**config.mk**
```make
export PLATFORM = sky130hd
export DESIGN_NAME = video_timing_gen
export DESIGN_NICKNAME = d
export VERILOG_FILES = /design/src/rtl/video_pkg.sv /design/src/rtl/video_axis_counter.sv /design/src/rtl/video_timing_gen.sv
export SDC_FILE = /design/constraint.sdc
export NUM_CORES = 1
export LEC_CHECK = 0
export CAP_MARGIN = 15
export CORE_MARGIN = 3
export CORE_UTILIZATION = 60
export CTS_CLUSTER_DIAMETER = 80
export DETAILED_ROUTE_END_ITERATION = 8
export PLACE_DENSITY = 0.83
export SLEW_MARGIN = 40
export SYNTH_ARGS = -nofsm -noshare
export SYNTH_HDL_FRONTEND = slang
export SYNTH_SLANG_ARGS = --single-unit
```
**constraint.sdc**
```tcl
create_clock -name clk -period 14 [get_ports clk]
set_input_delay 2.8 -clock clk [delete_from_list [all_inputs] [get_ports clk]]
set_output_delay 2.8 -clock clk [all_outputs]
set_load 0.05 [all_outputs]
```
**src/rtl/video_pkg.sv**
```systemverilog
// Shared types and 640x480 default timings for the raster timing generator.
package video_pkg;

  localparam int VID_CW = 12;
  localparam int TIM_W  = 16;

  typedef enum logic [2:0] {
    ADDR_H_ACT  = 3'd0,
    ADDR_H_FP   = 3'd1,
    ADDR_H_SYNC = 3'd2,
    ADDR_H_BP   = 3'd3,
    ADDR_V_ACT  = 3'd4,
    ADDR_V_FP   = 3'd5,
    ADDR_V_SYNC = 3'd6,
    ADDR_V_BP   = 3'd7
  } cfg_addr_e;

  typedef struct packed {
    logic [TIM_W-1:0] act;
    logic [TIM_W-1:0] fp;
    logic [TIM_W-1:0] sync;
    logic [TIM_W-1:0] bp;
  } timing_t;

  localparam int DEF_H_ACTIVE = 640;
  localparam int DEF_H_FP     = 16;
  localparam int DEF_H_SYNC   = 96;
  localparam int DEF_H_BP     = 48;
  localparam int DEF_V_ACTIVE = 480;
  localparam int DEF_V_FP     = 10;
  localparam int DEF_V_SYNC   = 2;
  localparam int DEF_V_BP     = 33;

  function automatic timing_t make_timing(input int act, input int fp,
                                          input int sync, input int bp);
    timing_t t;
    t.act  = TIM_W'(act);
    t.fp   = TIM_W'(fp);
    t.sync = TIM_W'(sync);
    t.bp   = TIM_W'(bp);
    return t;
  endfunction

endpackage

```
**src/rtl/video_axis_counter.sv**
```systemverilog
// One raster axis: position counter that wraps at the timing total, with active/sync decode.
module video_axis_counter
  import video_pkg::*;
#(
  parameter int CW = VID_CW
) (
  input  logic          clk,
  input  logic          reset_i,
  input  logic          en_i,
  input  timing_t       tim_i,
  output logic [CW-1:0] cnt_o,
  output logic          last_o,
  output logic          active_o,
  output logic          sync_o
);

  localparam int SW = TIM_W + 2;

  logic [CW-1:0] cnt_q, cnt_d;
  logic [SW-1:0] cnt_w, act_w, sync_start, sync_end, total;

  assign act_w      = SW'(tim_i.act);
  assign sync_start = act_w + SW'(tim_i.fp);
  assign sync_end   = sync_start + SW'(tim_i.sync);
  assign total      = sync_end + SW'(tim_i.bp);
  assign cnt_w      = SW'(cnt_q);

  // >= keeps the counter from running away if it is ever beyond the total
  assign last_o = (cnt_w >= total - SW'(1));
  assign cnt_d  = last_o ? '0 : cnt_q + CW'(1);

  always_ff @(posedge clk) begin
    if (reset_i) begin
      cnt_q <= '0;
    end else if (en_i) begin
      cnt_q <= cnt_d;
    end
  end

  assign cnt_o    = cnt_q;
  assign active_o = (cnt_w < act_w);
  assign sync_o   = (cnt_w >= sync_start) && (cnt_w < sync_end);

endmodule

```
**src/rtl/video_timing_gen.sv**
```systemverilog
// Raster timing generator: shadow/active timing registers applied at frame end,
// H/V counters, registered decode and a DELAY-deep aligned output line.
module video_timing_gen
  import video_pkg::*;
#(
  parameter int CW       = VID_CW,
  parameter int H_ACTIVE = DEF_H_ACTIVE,
  parameter int H_FP     = DEF_H_FP,
  parameter int H_SYNC   = DEF_H_SYNC,
  parameter int H_BP     = DEF_H_BP,
  parameter int V_ACTIVE = DEF_V_ACTIVE,
  parameter int V_FP     = DEF_V_FP,
  parameter int V_SYNC   = DEF_V_SYNC,
  parameter int V_BP     = DEF_V_BP,
  parameter bit H_POL    = 1'b0,
  parameter bit V_POL    = 1'b0,
  parameter int DELAY    = 0
) (
  input  logic          clk,
  input  logic          reset_i,
  input  logic          cfg_we_i,
  input  logic [2:0]    cfg_addr_i,
  input  logic [CW-1:0] cfg_wdata_i,
  output logic          cfg_pending_o,
  output logic          hsync_o,
  output logic          vsync_o,
  output logic          de_o,
  output logic [CW-1:0] x_o,
  output logic [CW-1:0] y_o,
  output logic          line_start_o,
  output logic          frame_start_o
);

  typedef struct packed {
    logic          hsync;
    logic          vsync;
    logic          de;
    logic          ls;
    logic          fs;
    logic [CW-1:0] x;
    logic [CW-1:0] y;
  } vout_t;

  localparam timing_t H_DEF   = make_timing(H_ACTIVE, H_FP, H_SYNC, H_BP);
  localparam timing_t V_DEF   = make_timing(V_ACTIVE, V_FP, V_SYNC, V_BP);
  localparam vout_t   OUT_RST = '{hsync: ~H_POL, vsync: ~V_POL, de: 1'b0, ls: 1'b0,
                                  fs: 1'b0, x: '0, y: '0};

  timing_t          h_shd_q, v_shd_q, h_act_q, v_act_q;
  logic             pending_q;
  logic [TIM_W-1:0] wval;
  logic [CW-1:0]    hc, vc;
  logic             h_last, v_last, h_active, v_active, h_sync, v_sync;
  logic             frame_end;
  vout_t            dec;
  vout_t            pipe_q [0:DELAY];

  video_axis_counter #(.CW(CW)) u_hcnt (
    .clk(clk), .reset_i(reset_i), .en_i(1'b1), .tim_i(h_act_q),
    .cnt_o(hc), .last_o(h_last), .active_o(h_active), .sync_o(h_sync)
  );

  video_axis_counter #(.CW(CW)) u_vcnt (
    .clk(clk), .reset_i(reset_i), .en_i(h_last), .tim_i(v_act_q),
    .cnt_o(vc), .last_o(v_last), .active_o(v_active), .sync_o(v_sync)
  );

  assign frame_end = h_last && v_last;
  // A zero-length interval would stall the raster, so it is stored as 1
  assign wval = (cfg_wdata_i == '0) ? TIM_W'(1) : TIM_W'(cfg_wdata_i);

  // A write landing on the apply cycle goes to shadow after the copy, so it waits a frame
  always_ff @(posedge clk) begin
    if (reset_i) begin
      h_shd_q   <= H_DEF;
      v_shd_q   <= V_DEF;
      h_act_q   <= H_DEF;
      v_act_q   <= V_DEF;
      pending_q <= 1'b0;
    end else begin
      if (frame_end && pending_q) begin
        h_act_q   <= h_shd_q;
        v_act_q   <= v_shd_q;
        pending_q <= 1'b0;
      end
      if (cfg_we_i) begin
        pending_q <= 1'b1;
        case (cfg_addr_i)
          ADDR_H_ACT:  h_shd_q.act  <= wval;
          ADDR_H_FP:   h_shd_q.fp   <= wval;
          ADDR_H_SYNC: h_shd_q.sync <= wval;
          ADDR_H_BP:   h_shd_q.bp   <= wval;
          ADDR_V_ACT:  v_shd_q.act  <= wval;
          ADDR_V_FP:   v_shd_q.fp   <= wval;
          ADDR_V_SYNC: v_shd_q.sync <= wval;
          ADDR_V_BP:   v_shd_q.bp   <= wval;
        endcase
      end
    end
  end

  always_comb begin
    dec       = OUT_RST;
    dec.hsync = h_sync ? H_POL : ~H_POL;
    dec.vsync = v_sync ? V_POL : ~V_POL;
    dec.de    = h_active && v_active;
    dec.ls    = (hc == '0);
    dec.fs    = (hc == '0) && (vc == '0);
    dec.x     = hc;
    dec.y     = vc;
  end

  // Stage 0 registers the decode; stages 1..DELAY only shift it
  always_ff @(posedge clk) begin
    if (reset_i) begin
      for (int i = 0; i <= DELAY; i++) pipe_q[i] <= OUT_RST;
    end else begin
      pipe_q[0] <= dec;
      for (int i = 1; i <= DELAY; i++) pipe_q[i] <= pipe_q[i-1];
    end
  end

  assign cfg_pending_o = pending_q;
  assign hsync_o       = pipe_q[DELAY].hsync;
  assign vsync_o       = pipe_q[DELAY].vsync;
  assign de_o          = pipe_q[DELAY].de;
  assign x_o           = pipe_q[DELAY].x;
  assign y_o           = pipe_q[DELAY].y;
  assign line_start_o  = pipe_q[DELAY].ls;
  assign frame_start_o = pipe_q[DELAY].fs;

endmodule

```
# [Word level (Yosys, flattened, before mapping)]
# Memory sizes are Yosys's and may differ from the RTL's.
# Index checks and enable logic that the tools add are counted.
[classes] eq_ne=7 div_mod_pow=0 n_bitwise=0 n_mux=11 magnitude_cmp=8 add_sub_neg=10 n_reduce_logical=21 multipliers=0 shift=0
[op_table] op="$add A18 B16 Y18" count=4
[op_table] op="$ge A12 B18 Y1" count=4
[op_table] op="$logic_not A12 Y1" count=3
[op_table] op="$lt A12 B18 Y1" count=2
[op_table] op="$sub A18 B1 Y18 const B" count=2
[op_table] op="$add A16 B16 Y17" count=2
[op_table] op="$lt A12 B16 Y1" count=2
[op_table] op="$mux W29" count=1
[op_table] op="$reduce_or A29 Y1" count=1
[op_table] op="$add A12 B1 Y12 const B" count=2
[op_table] op="$mux W12" count=2
[op_table] op="$reduce_and A2 Y1" count=8
[op_table] op="$eq A3 B3 Y1 const B" count=4
[op_table] op="$mux W1" count=8
[op_table] op="$eq A3 B2 Y1 const B" count=2
[op_table] op="$logic_and A1 B1 Y1" count=6
[op_table] op="$eq A3 B1 Y1 const B" count=1
[op_table] op="$logic_not A3 Y1" count=1
[op_table] op="$reduce_bool A2 Y1" count=1
[op_table] op="$reduce_or A2 Y1" count=1
[word_totals] mem_bits_rw=29 latch_bits=0 rom_bits=0 n_memories=1 word_cells=77 register_bits=281 out_inout_bits=30
[memory_table] name="pipe_q" words=1 word_bits=29 rd=1 rd_clocked_by_memory_dff=0 wr=1 line="video_timing_gen.sv:56" text="vout_t pipe_q [0:DELAY];"

# [Depth between registers and ports, before layout]
# Gate-level depths: netlist of run 1.
[logic_depth] depth_word=9 mapped_depth=35 mapped_depth_nobuf=31

# [Cells and area by module]
# Synthesis of run 1 repeated with hierarchy kept, for this count alone.
[unflattened] hier_cells=2083 area_unflattened_um2=16595.9
[by_module_without_submodules] mod="video_timing_gen" area_per_inst_um2=7812.5 instances=1 cells_each=921 seq_area_each_um2=4444.3
[by_module_without_submodules] mod="video_axis_counter at u_vcnt" area_per_inst_um2=4469.3 instances=1 cells_each=603 seq_area_each_um2=240.2
[by_module_without_submodules] mod="video_axis_counter at u_hcnt" area_per_inst_um2=4314.1 instances=1 cells_each=559 seq_area_each_um2=240.2

# [Worst setup path before layout of run 1]
# OpenSTA, ideal clock, no wires.
[synth_timing] path_type="register to register" from="reg h_act_q[48] in the netlist's numbering" to="reg u_vcnt.cnt_q[9] (netlist: u_vcnt.cnt_o[9])" path_slack_ns=7.536 setup_ns=0.066 stages_incl_launch_ff=32 n_path_buf=2 t_required_ns=13.934 arrival_ns=6.397 cell_sequence="dfxtp_1 ha_1 inv_1 fa_1 nand2b_1 nand2b_1 a21o_1 xor2_1 ha_1 o21ai_0 a21oi_1 o311a_1 or2_2 xnor2_1 ha_1 inv_1 ha_1 inv_1 nor3_1 a31oi_2 xor2_1 ha_1 o21a_1 o221ai_1 a311oi_1 o41ai_1 or4_4 buf_6 or2_4 buf_6 or4_4 a21oi_2"
[synth_between] elab_chain_len=5
[synth_rtl] element="start, declared" line="video_timing_gen.sv:49" text="timing_t h_shd_q, v_shd_q, h_act_q, v_act_q;"
[synth_rtl] element="start signal, assigned" line="video_timing_gen.sv:82" text="h_act_q <= h_shd_q;"
[synth_rtl] element="$add A16 B16 Y17" line="video_axis_counter.sv:23" text="assign sync_start = act_w + SW'(tim_i.fp);"
[synth_rtl] element="$add A18 B16 Y18" line="video_axis_counter.sv:24" text="assign sync_end = sync_start + SW'(tim_i.sync);"
[synth_rtl] element="$add A18 B16 Y18" line="video_axis_counter.sv:25" text="assign total = sync_end + SW'(tim_i.bp);"
[synth_rtl] element="$sub A18 B1 Y18" line="video_axis_counter.sv:29" text="assign last_o = (cnt_w >= total - SW'(1));"
[synth_rtl] element="$ge A12 B18 Y1" line="video_axis_counter.sv:29"
[synth_rtl] element="end signal, assigned" line="video_axis_counter.sv:36" text="cnt_q <= cnt_d;"
[synth_rtl] element="end, declared" line="video_axis_counter.sv:19" text="logic [CW-1:0] cnt_q, cnt_d;"
# Every way passes these cells.
# A chain may end at the register's enable or synchronous reset.

# [Final worst setup path of run 1]
[layout_timing] from="reg h_act_q[48] in the netlist's numbering" to="reg h_act_q[1] in the netlist's numbering"
[layout_between] elab_chain_len=7
[layout_rtl] element="$add A16 B16 Y17" line="video_axis_counter.sv:23"
[layout_rtl] element="$add A18 B16 Y18" line="video_axis_counter.sv:24"
[layout_rtl] element="$add A18 B16 Y18" line="video_axis_counter.sv:25"
[layout_rtl] element="$sub A18 B1 Y18" line="video_axis_counter.sv:29"
[layout_rtl] element="$ge A12 B18 Y1" line="video_axis_counter.sv:29"
[layout_rtl] element="$logic_and A1 B1 Y1" line="video_timing_gen.sv:68" text="assign frame_end = h_last && v_last;"
[layout_rtl] element="$logic_and A1 B1 Y1" line="video_timing_gen.sv:81" text="if (frame_end && pending_q) begin"
# Every way passes these cells.

==> flow_metrics.tcl, run 1 <==
set metrics [dict create \
    crit_buf_inv 5 \
    skew_ns 0.00880 \
    port_buffers 47 \
    status "completed" \
    syn_area_per_cell_um2 8.18 \
    regToRegSetupSlack_ns 6.07 \
    timing.rr.end "h_act_q[1]" \
    crit_slowest_cell "buf_6" \
    worstSetupPathDepth 31 \
    cts_setup_buffers 0 \
    min_to "v_shd_q[36]" \
    clk_latency_ns 0.52 \
    arrival_ns 8.37 \
    clkPwrFrac_pct 48.1 \
    first_pass_iters 6 \
    grtUsageMet1_pct 39.5 \
    syn-cell-area_um2 14900 \
    final_cell_mix "nand2_1, dfxtp_1, ha_1, inv_1, a21oi_1" \
    cpPeakStageDelay_ns 0.65 \
    setup_viol 0 \
    required_ns 14.44 \
    p_per_area_nw_per_um2 91.8 \
    final_max_slew_viol_count 0 \
    crit_type "flip-flop to flip-flop" \
    antenna_found_initial 0 \
    core_um2 24400 \
    vdd_ir_drop_max_uv 81.4 \
    rsz0062_at_grt "false" \
    worstMarginPinSlew_ns 0.862 \
    yosysWarnings 0 \
    drt-total-wl_um 36000 \
    synth_seq_area_share_pct 33.0 \
    start_util_pct 61.2 \
    setup.worst_path.end_class "flip-flop" \
    dr.first_iter.drc_count 1001 \
    ys_types 70 \
    grt_use_met2_pct 41.9 \
    clk_pin_slew_worst_paths_ns 0.06 \
    grt_util_all_layers_pct 26.6 \
    post-route-period-util_pct 56.7 \
    fin_tns_setup_ns 0 \
    layout-area-overhead-vs-synth_pct 9.99 \
    dieArea_um2 26800 \
    route.vias.total 12423 \
    drc 0 \
    post_drt_wl_per_cell_um 16.6 \
    hold_class "flip-flop to flip-flop" \
    p_sw_w 0.000323 \
    synth_seq_cells 246 \
    clockBufferDepth 3 \
    reg2regPathDepth 31 \
    num_rows 57 \
    cts.htree.levels 1 \
    final_common_cell "nand2_1" \
    synth_area_leaders "dfxtp_1, ha_1, nand2_1, mux2i_1, a21oi_1" \
    hold_viol_final 0 \
    diodes 0 \
    fin_crit_ns 7.93 \
    maxCapViolations 0 \
    ctsResizeCount 0 \
    path_delay_family "simple AND/OR/NAND/NOR gates" \
    holdPathStages 2 \
    synth_top_area_cell "dfxtp_1" \
    io_pins 48 \
    numCtsBuffers 24 \
    grt_most_used_layer "met2" \
    first_global_vias 11710 \
    power_frac_seq_pct 47.5 \
    hp-start "v_shd_q[36]" \
    gr-total-overflow 0 \
    clock_sinks 246 \
    die_y_um 164 \
    grt_start_max_net_pins 105 \
    syn-num-nets 2034 \
    utilization_pct 67.3 \
    dieWidth_um 164 \
    synth_edf_count 0 \
    gp_congestion 0.878 \
    pwr-share-comb_pct 4.5 \
    p_int_w 0.00118 \
    dp_hpwl_um 26300 \
    relSlewSlack_pct 42.3 \
    tritoncts "yes" \
    cp_max_fo 66 \
    drive_gt1_share_pct 4.19 \
    nets 2032 \
    crit_path_frequent_cell "ha_1" \
    holdWs_ns 0.455 \
    grtUsageMet3_pct 2.70 \
    synthCells 1824 \
    ys.flop_type "dfxtp_1" \
    grt_pass1_wl_um 58500 \
    r2r_start "h_act_q[48]" \
    postCtsHoldBufs 0 \
    avgViaCountPerCell 5.74 \
    synth_top_area_share_pct 33.0 \
    async_flop_share_pct 0 \
    startpoint_type "flip-flop" \
    ant_nets 0 \
    switching_share_pct 21.4 \
    cts_root_buf "clkbuf_16" \
    clock.fmax_ghz 0.126 \
    p_leak_nw 6.81 \
]
==> routing by layer <==
layer  routed length, µm  part of all wire [%]
met4                 736                   2.0
met5                   0                     0
met3                2410                   6.7
met2               15900                    44
met1               17000                    47
==> worst max-delay path by stage <==
stage | slack, ns | startpoint | end
finish | 6.07 | h_act_q[48] | h_act_q[1]
global route | 5.63 | h_act_q[48] | h_act_q[34]
CTS | 6.19 | h_act_q[48] | v_act_q[41]
detailed placement | 6.27 | h_act_q[48] | h_act_q[49]
global placement | 6.26 | h_act_q[48] | h_act_q[48]
floorplan | 7.54 | h_act_q[48] | u_vcnt.cnt_o[9]
==> state kept, by name, summed over array words and instances, names as in the netlist <==
register and count:
pipe_q 29, v_act_q 48, u_hcnt.cnt_o 12, v_shd_q 48
cfg_pending_o 1, h_act_q 48, h_shd_q 48, u_vcnt.cnt_o 12
==> metrics by stage <==
stage | instances | worst slack, ns | instance area [µm²] | power (W)
finish | 2163 | 6.07 | 16400 | 0.00151
global route | 2163 | 5.63 | 16400 | 0.00155
CTS | 2163 | 6.19 | 16400 | 0.00152
detailed placement | 2120 | 6.27 | 15500 | 0.000797
global placement | 2120 | 6.26 | 15500 | 0.000795
floorplan | 1824 | 7.54 | 14900 | 0.000773
==> power groups by stage <==
stage	logic (W)	registers [W]	clock network [W]
2_1_floorplan	0.0000400	0.000733	0
3_3_place_gp	0.0000651	0.000730	0
3_5_place_dp	0.0000662	0.000730	0
4_1_cts	0.0000665	0.000715	0.000735
5_1_grt	0.0000735	0.000715	0.000762
6_report	0.0000671	0.000715	0.000725
==> Yosys cell counts, types with 25 or more instances <==
library cell  number
nor2b_1           25
a21oi_1          131
inv_1            139
xor2_1            40
a21o_1            39
mux2i_1           98
xnor2_1           46
clkbuf_1          68
o21ai_0           40
nand3_1           39
nor2_1           117
nand2_1          374
dfxtp_1          246
nand2b_1          26
ha_1             186
==> worst reg2reg max path, delay by kind of cell (launching register included) <==
family / cells / cell delay (ns)
flops: 1 / 0.37
compound gates: 9 / 1.59
simple gates: 7 / 1.94
buf+inv: 5 / 1.34
mux: 1 / 0.36
xor+xnor: 3 / 0.52
fa+ha+maj: 6 / 1.74
==> logic make-up (layout without fill, tap and decap cells) <==
logic type	count (synthesis)	count (layout)	synth area share, %
simple gates	669	669	19.6
compound gates	305	305	12.9
flops	246	246	33.0
buf+inv	222	237	6.08
fa+ha+maj	196	196	16.7
mux	99	99	6.65
xor+xnor	87	87	5.16
==> cell type report <==
| type | instances | area (µm²) |
|---|---|---|
| clock buffers | 34 | 729 |
| fillers | 1931 | 7980 |
| clock inverters | 9 | 185 |
| well taps | 324 | 405 |
| repair buffers | 54 | 528 |
| flip-flops and latches | 246 | 4920 |
| inverters | 140 | 531 |
| multi-input cells | 1356 | 9110 |
No activity file was read; power rests on OpenSTA's default activity.
==> run 2: changes to the inputs <==
--- a/config.mk
+++ b/config.mk
@@ -7,10 +7,10 @@
 export LEC_CHECK = 0
 export CAP_MARGIN = 15
 export CORE_MARGIN = 3
-export CORE_UTILIZATION = 60
+export CORE_UTILIZATION = 56
 export CTS_CLUSTER_DIAMETER = 80
 export DETAILED_ROUTE_END_ITERATION = 8
-export PLACE_DENSITY = 0.83
+export PLACE_DENSITY = 0.82
 export SLEW_MARGIN = 40
 export SYNTH_ARGS = -nofsm -noshare
 export SYNTH_HDL_FRONTEND = slang
==> constraint.sdc (replaced) <==
create_clock -name clk -period 7.25 [get_ports clk]
set_input_delay 1.45 -clock clk [delete_from_list [all_inputs] [get_ports clk]]
set_output_delay 1.45 -clock clk [all_outputs]
set_load 0.05 [all_outputs]
==> run 2 against run 1 <==
- clock skew rose by 0.0049 ns
- combinational power rose by 95%
- sequential cell count did not move
- clock power rose by 79%
- via count fell by 0.58%
- clock-buffer cell count fell by 1
- sequential share of layout area fell by 0.27 points
- final cell count rose by 1.3%
- first-iteration DRC count fell by 0.20%
- largest cell class unchanged
- largest power group is now sequential cells
==> flow_metrics.tcl, run 2 (synthesized netlist as in run 1, its figures left out) <==
set metrics [dict create \
    worstMarginPinSlew_ns 0.829 \
    tritoncts "yes" \
    final_common_cell "nand2_1" \
    power_frac_seq_pct 49.2 \
    start_util_pct 57.1 \
    hold_viol_final 0 \
    arrival_ns 7.28 \
    num_rows 59 \
    r2r_start "h_act_q[48]" \
    die_y_um 169 \
    final_max_slew_viol_count 0 \
    cts_root_buf "clkbuf_16" \
    fin_crit_ns 6.83 \
    io_pins 48 \
    crit_slowest_cell "or4_4" \
    numCtsBuffers 25 \
    clock_sinks 246 \
    skew_ns 0.0137 \
    fin_tns_setup_ns 0 \
    regToRegSetupSlack_ns 0.42 \
    gp_congestion 0.874 \
    maxCapViolations 0 \
    design_area_um2 16600 \
    reg2regPathDepth 29 \
    core_um2 26100 \
    pwr-share-comb_pct 4.7 \
    worst_slack_ns 0.417 \
    drt-total-wl_um 36200 \
    dp_hpwl_um 26300 \
    clk_pin_slew_worst_paths_ns 0.07 \
    clockBufferDepth 3 \
    diodes 0 \
    crit_type "flip-flop to flip-flop" \
    gr-total-overflow 0 \
    port_buffers 47 \
    hold_class "flip-flop to flip-flop" \
    nets 2048 \
    required_ns 7.69 \
    startpoint_type "flip-flop" \
    switching_share_pct 23.0 \
    setup.worst_path.end_class "flip-flop" \
    dr.first_iter.drc_count 999 \
    dieWidth_um 169 \
    clkPwrFrac_pct 46.1 \
    p_sw_w 0.000646 \
    grt_pass1_wl_um 57600 \
    holdWs_ns 0.455 \
    first_pass_iters 5 \
    ant_nets 0 \
    first_global_vias 11657 \
    place_ws_ns 0.204 \
    vdd_ir_drop_max_uv 118 \
    dieArea_um2 28600 \
    holdPathStages 2 \
    avgViaCountPerCell 5.63 \
    cp_max_fo 18 \
    post_drt_wl_per_cell_um 16.5 \
    min_to "h_shd_q[40]" \
    antenna_found_initial 0 \
    relSlewSlack_pct 44.5 \
    post-route-period-util_pct 94.2 \
    placedInstanceArea_um2 15600 \
    cpPeakStageDelay_ns 0.49 \
    p_int_w 0.00216 \
    clock.fmax_ghz 0.146 \
    setup_viol 0 \
    p_leak_nw 6.87 \
    timing.rr.end "h_act_q[8]" \
    crit_path_frequent_cell "ha_1" \
    drc 0 \
    p_per_area_nw_per_um2 169 \
    layout-area-overhead-vs-synth_pct 11.0 \
    cts.htree.levels 1 \
    final_cell_mix "nand2_1, dfxtp_1, ha_1, inv_1, a21oi_1" \
    hp-start "h_shd_q[40]" \
    drive_gt1_share_pct 5.17 \
    grt_util_all_layers_pct 24.4 \
    grt_start_max_net_pins 108 \
    clk_latency_ns 0.53 \
    postCtsHoldBufs 0 \
    status "completed" \
    route.vias.total 12351 \
]
run 2: cell type report:
cell class | instances | area, µm²
timing repair buffer | 69 | 721
tap | 335 | 419
clock buffer | 33 | 696
sequential | 246 | 4920
multi-input combinational | 1356 | 9130
fill | 2206 | 9570
clock inverter | 13 | 144
inverter | 140 | 531
run 2: power by group through the flow:
stage               sequential (W)  clock, W  combinational (W)
finish                     0.00138   0.00130           0.000131
CTS                        0.00138   0.00131           0.000130
floorplan                  0.00142         0          0.0000773
global placement           0.00141         0           0.000126
global route               0.00138   0.00136           0.000142
detailed placement         0.00141         0           0.000129
run 2: how the worst max path moves through the flow:
stage	cells past startpoint	slack, ns	startpoint	endpoint
final	29	0.42	h_act_q[48]	h_act_q[8]
after global routing	33	-0.02	h_act_q[48]	h_act_q[53]
after CTS	31	0.12	h_act_q[48]	h_act_q[18]
after detailed placement	31	0.20	h_act_q[48]	h_act_q[19]
after global placement	31	0.43	h_act_q[48]	h_act_q[2]
after floorplan	31	0.79	h_act_q[48]	u_vcnt.cnt_o[9]
run 2: through the flow:
step                      power (W)  utilization (%)  cells
after CTS                   0.00282             62.8   2182
after detailed placement    0.00154             59.6   2136
final                       0.00281             63.4   2192
after global routing        0.00288             63.4   2192
after floorplan             0.00149                -   1824
after global placement      0.00154             59.6   2136
run 2: timing repair:
item | 4_1_cts | 5_1_grt
resized for setup | 0 | 8
buffers inserted | 0 | 8
endpoints found under the setup margin | 0 | 98
run 2: worst max-delay path, delay by kind of cell, from the launching register on:
family / cells / cell delay [ns]
compound gates: 9 / 1.65
xor+xnor: 3 / 0.55
fa+ha+maj: 5 / 1.47
buf+inv: 3 / 0.49
flops: 1 / 0.36
mux: 1 / 0.23
simple gates: 8 / 1.97
run 2: per-layer routing:
layer  global-route usage (%)  wire length [µm]  up-vias
li1                         -                 -     6187
met2                     38.7             15900      360
met5                        0                 0        -
met1                     35.6             17300     5736
met3                     2.47              2220       68
met4                     6.22               847        0
==> run 3: changes to the inputs <==
--- a/config.mk
+++ b/config.mk
@@ -10,7 +10,9 @@
 export CORE_UTILIZATION = 56
 export CTS_CLUSTER_DIAMETER = 80
 export DETAILED_ROUTE_END_ITERATION = 8
+export GPL_TIMING_DRIVEN = 1
 export PLACE_DENSITY = 0.82
+export REMOVE_ABC_BUFFERS = 1
 export SLEW_MARGIN = 40
 export SYNTH_ARGS = -nofsm -noshare
 export SYNTH_HDL_FRONTEND = slang
==> run 3 against run 2 <==
- setup slack got worse by 0.20 ns
- register-to-register slack got worse by 0.20 ns
- power increased by 1.1%
- design area rose by 0.45%
- combinational power hardly changed
- clock power about the same
- utilization grew 0.28 points
- hold slack worse by 0.0013 ns
- sequential share of layout area decreased by 0.13 points
- critical endpoint is now v_act_q[53]
- sequential cell count unchanged
- clock skew increased by 0.0031 ns
==> flow_metrics.tcl, run 3 (synthesized netlist as in run 1, its figures left out) <==
set metrics [dict create \
    core_um2 26100 \
    antenna_found_initial 1 \
    cts_root_buf "clkbuf_16" \
    io_pins 48 \
    clk_latency_ns 0.53 \
    dr.first_iter.drc_count 1271 \
    die_y_um 169 \
    diodes 0 \
    final_max_slew_viol_count 0 \
    hold_viol_final 0 \
    setup_viol 0 \
    hold_class "flip-flop to flip-flop" \
    post_drt_wl_per_cell_um 17.2 \
    numCtsBuffers 26 \
    holdPathStages 2 \
    crit_type "flip-flop to flip-flop" \
    postCtsHoldBufs 0 \
    post-route-period-util_pct 97.0 \
    cp_max_fo 16 \
    rsz0062_at_grt "true" \
    grt_pass1_wl_um 58900 \
    clock_sinks 246 \
    regToRegSetupSlack_ns 0.21 \
    avgViaCountPerCell 5.76 \
    final_cell_mix "nand2_1, dfxtp_1, ha_1, inv_1, a21oi_1" \
    fin_crit_ns 7.04 \
    clock.fmax_ghz 0.142 \
    first_global_vias 11621 \
    required_ns 7.69 \
    r2r_start "h_act_q[48]" \
    p_leak_nw 6.90 \
    reg2regPathDepth 29 \
    status "completed" \
    tritoncts "yes" \
    drive_gt1_share_pct 5.56 \
    worstSetupPathDepth 29 \
    dieWidth_um 169 \
    start_util_pct 57.1 \
    path_delay_family "simple AND/OR/NAND/NOR gates" \
    setup.worst_path.end_class "flip-flop" \
    gr-total-overflow 0 \
    p_per_area_nw_per_um2 170 \
    clk_pin_slew_worst_paths_ns 0.06 \
    route.vias.total 12607 \
    crit_start "h_act_q[48]" \
    timing.rr.end "v_act_q[53]" \
    layout-area-overhead-vs-synth_pct 11.5 \
    crit_buf_inv 3 \
    arrival_ns 7.47 \
    skew_ns 0.0168 \
    crit_slowest_cell "or4_4" \
    first_pass_iters 5 \
    relSlewSlack_pct 51.1 \
    total_power_w 0.00284 \
    port_buffers 47 \
    ant_nets 0 \
    startpoint_type "flip-flop" \
    vdd_ir_drop_max_uv 144 \
    final_common_cell "nand2_1" \
    hp-start "h_shd_q[2]" \
    maxCapViolations 0 \
    cpPeakStageDelay_ns 0.49 \
    dp_hpwl_um 26500 \
    grt_start_max_net_pins 93 \
    num_rows 59 \
    grt_util_all_layers_pct 24.9 \
    crit_path_frequent_cell "ha_1" \
    min_to "h_shd_q[2]" \
    drc 0 \
    gp_congestion 0.909 \
    worstMarginPinSlew_ns 0.724 \
    fin_tns_setup_ns 0 \
    cts.htree.levels 1 \
    clockBufferDepth 3 \
    dieArea_um2 28600 \
    drt-total-wl_um 37600 \
    nets 2047 \
]
## run 3: worst max path at each step
| stage | end | slack [ns] |
|---|---|---|
| global placement | v_act_q[11] | 0.41 |
| detailed placement | h_act_q[33] | 0.12 |
| global route | v_act_q[2] | -0.04 |
| CTS | v_act_q[53] | 0.06 |
| floorplan | h_act_q[0] | -4.18 |
| finish | v_act_q[53] | 0.21 |
## run 3: power breakdown
group	switching [W]	internal (W)
sequential	0.0000123	0.00137
clock	0.000555	0.000768
combinational	0.0000938	0.0000389
total	0.000661	0.00218
## run 3: cell type report
| cell class | count | area, µm² |
|---|---|---|
| Multi-Input combinational cell | 1356 | 9180 |
| Fill cell | 2092 | 9490 |
| Clock buffer | 35 | 756 |
| Sequential cell | 246 | 4920 |
| Clock inverter | 9 | 96.3 |
| Timing Repair Buffer | 67 | 734 |
| Tap cell | 335 | 419 |
| Inverter | 140 | 531 |
## run 3: worst register-to-register path, delay by kind of cell (launching register included)
family | cells | cell delay (ns)
adders and majority gates | 5 | 1.47
and+or+nand+nor | 9 | 2.31
DFF | 1 | 0.35
muxes | 1 | 0.24
buffers and inverters | 3 | 0.48
AOI/OAI and AO/OA | 8 | 1.52
xor gates and xnor gates | 3 | 0.57
## run 3: timing repair
action                                  in CTS  in global routing
buffers inserted                             0                  7
endpoints found under the setup margin       0                 98
resized for setup                            0                 14
hold endpoints to repair                     0                  0
## run 3: metrics by stage
step / instances / hold WS (ns) / utilization [%] / instance area (µm²) / worst slack (ns)
global route: 2188 / 0.468 / 63.7 / 16600 / -0.0445
finish: 2188 / 0.453 / 63.7 / 16600 / 0.215
floorplan: 1742 / 0.431 / - / 14500 / -4.18
detailed placement: 2134 / 0.447 / 59.6 / 15600 / 0.120
CTS: 2178 / 0.455 / 62.8 / 16400 / 0.0580
global placement: 2134 / 0.442 / 59.5 / 15600 / 0.410
## run 3: metal layers
layer / track usage [%] / up-vias / wire, µm
met5: 0 / - / 11
met4: 6.54 / 2 / 1040
met3: 3.26 / 76 / 2880
met2: 39.5 / 498 / 16500
met1: 36.0 / 5859 / 17200
li1: - / 6172 / -
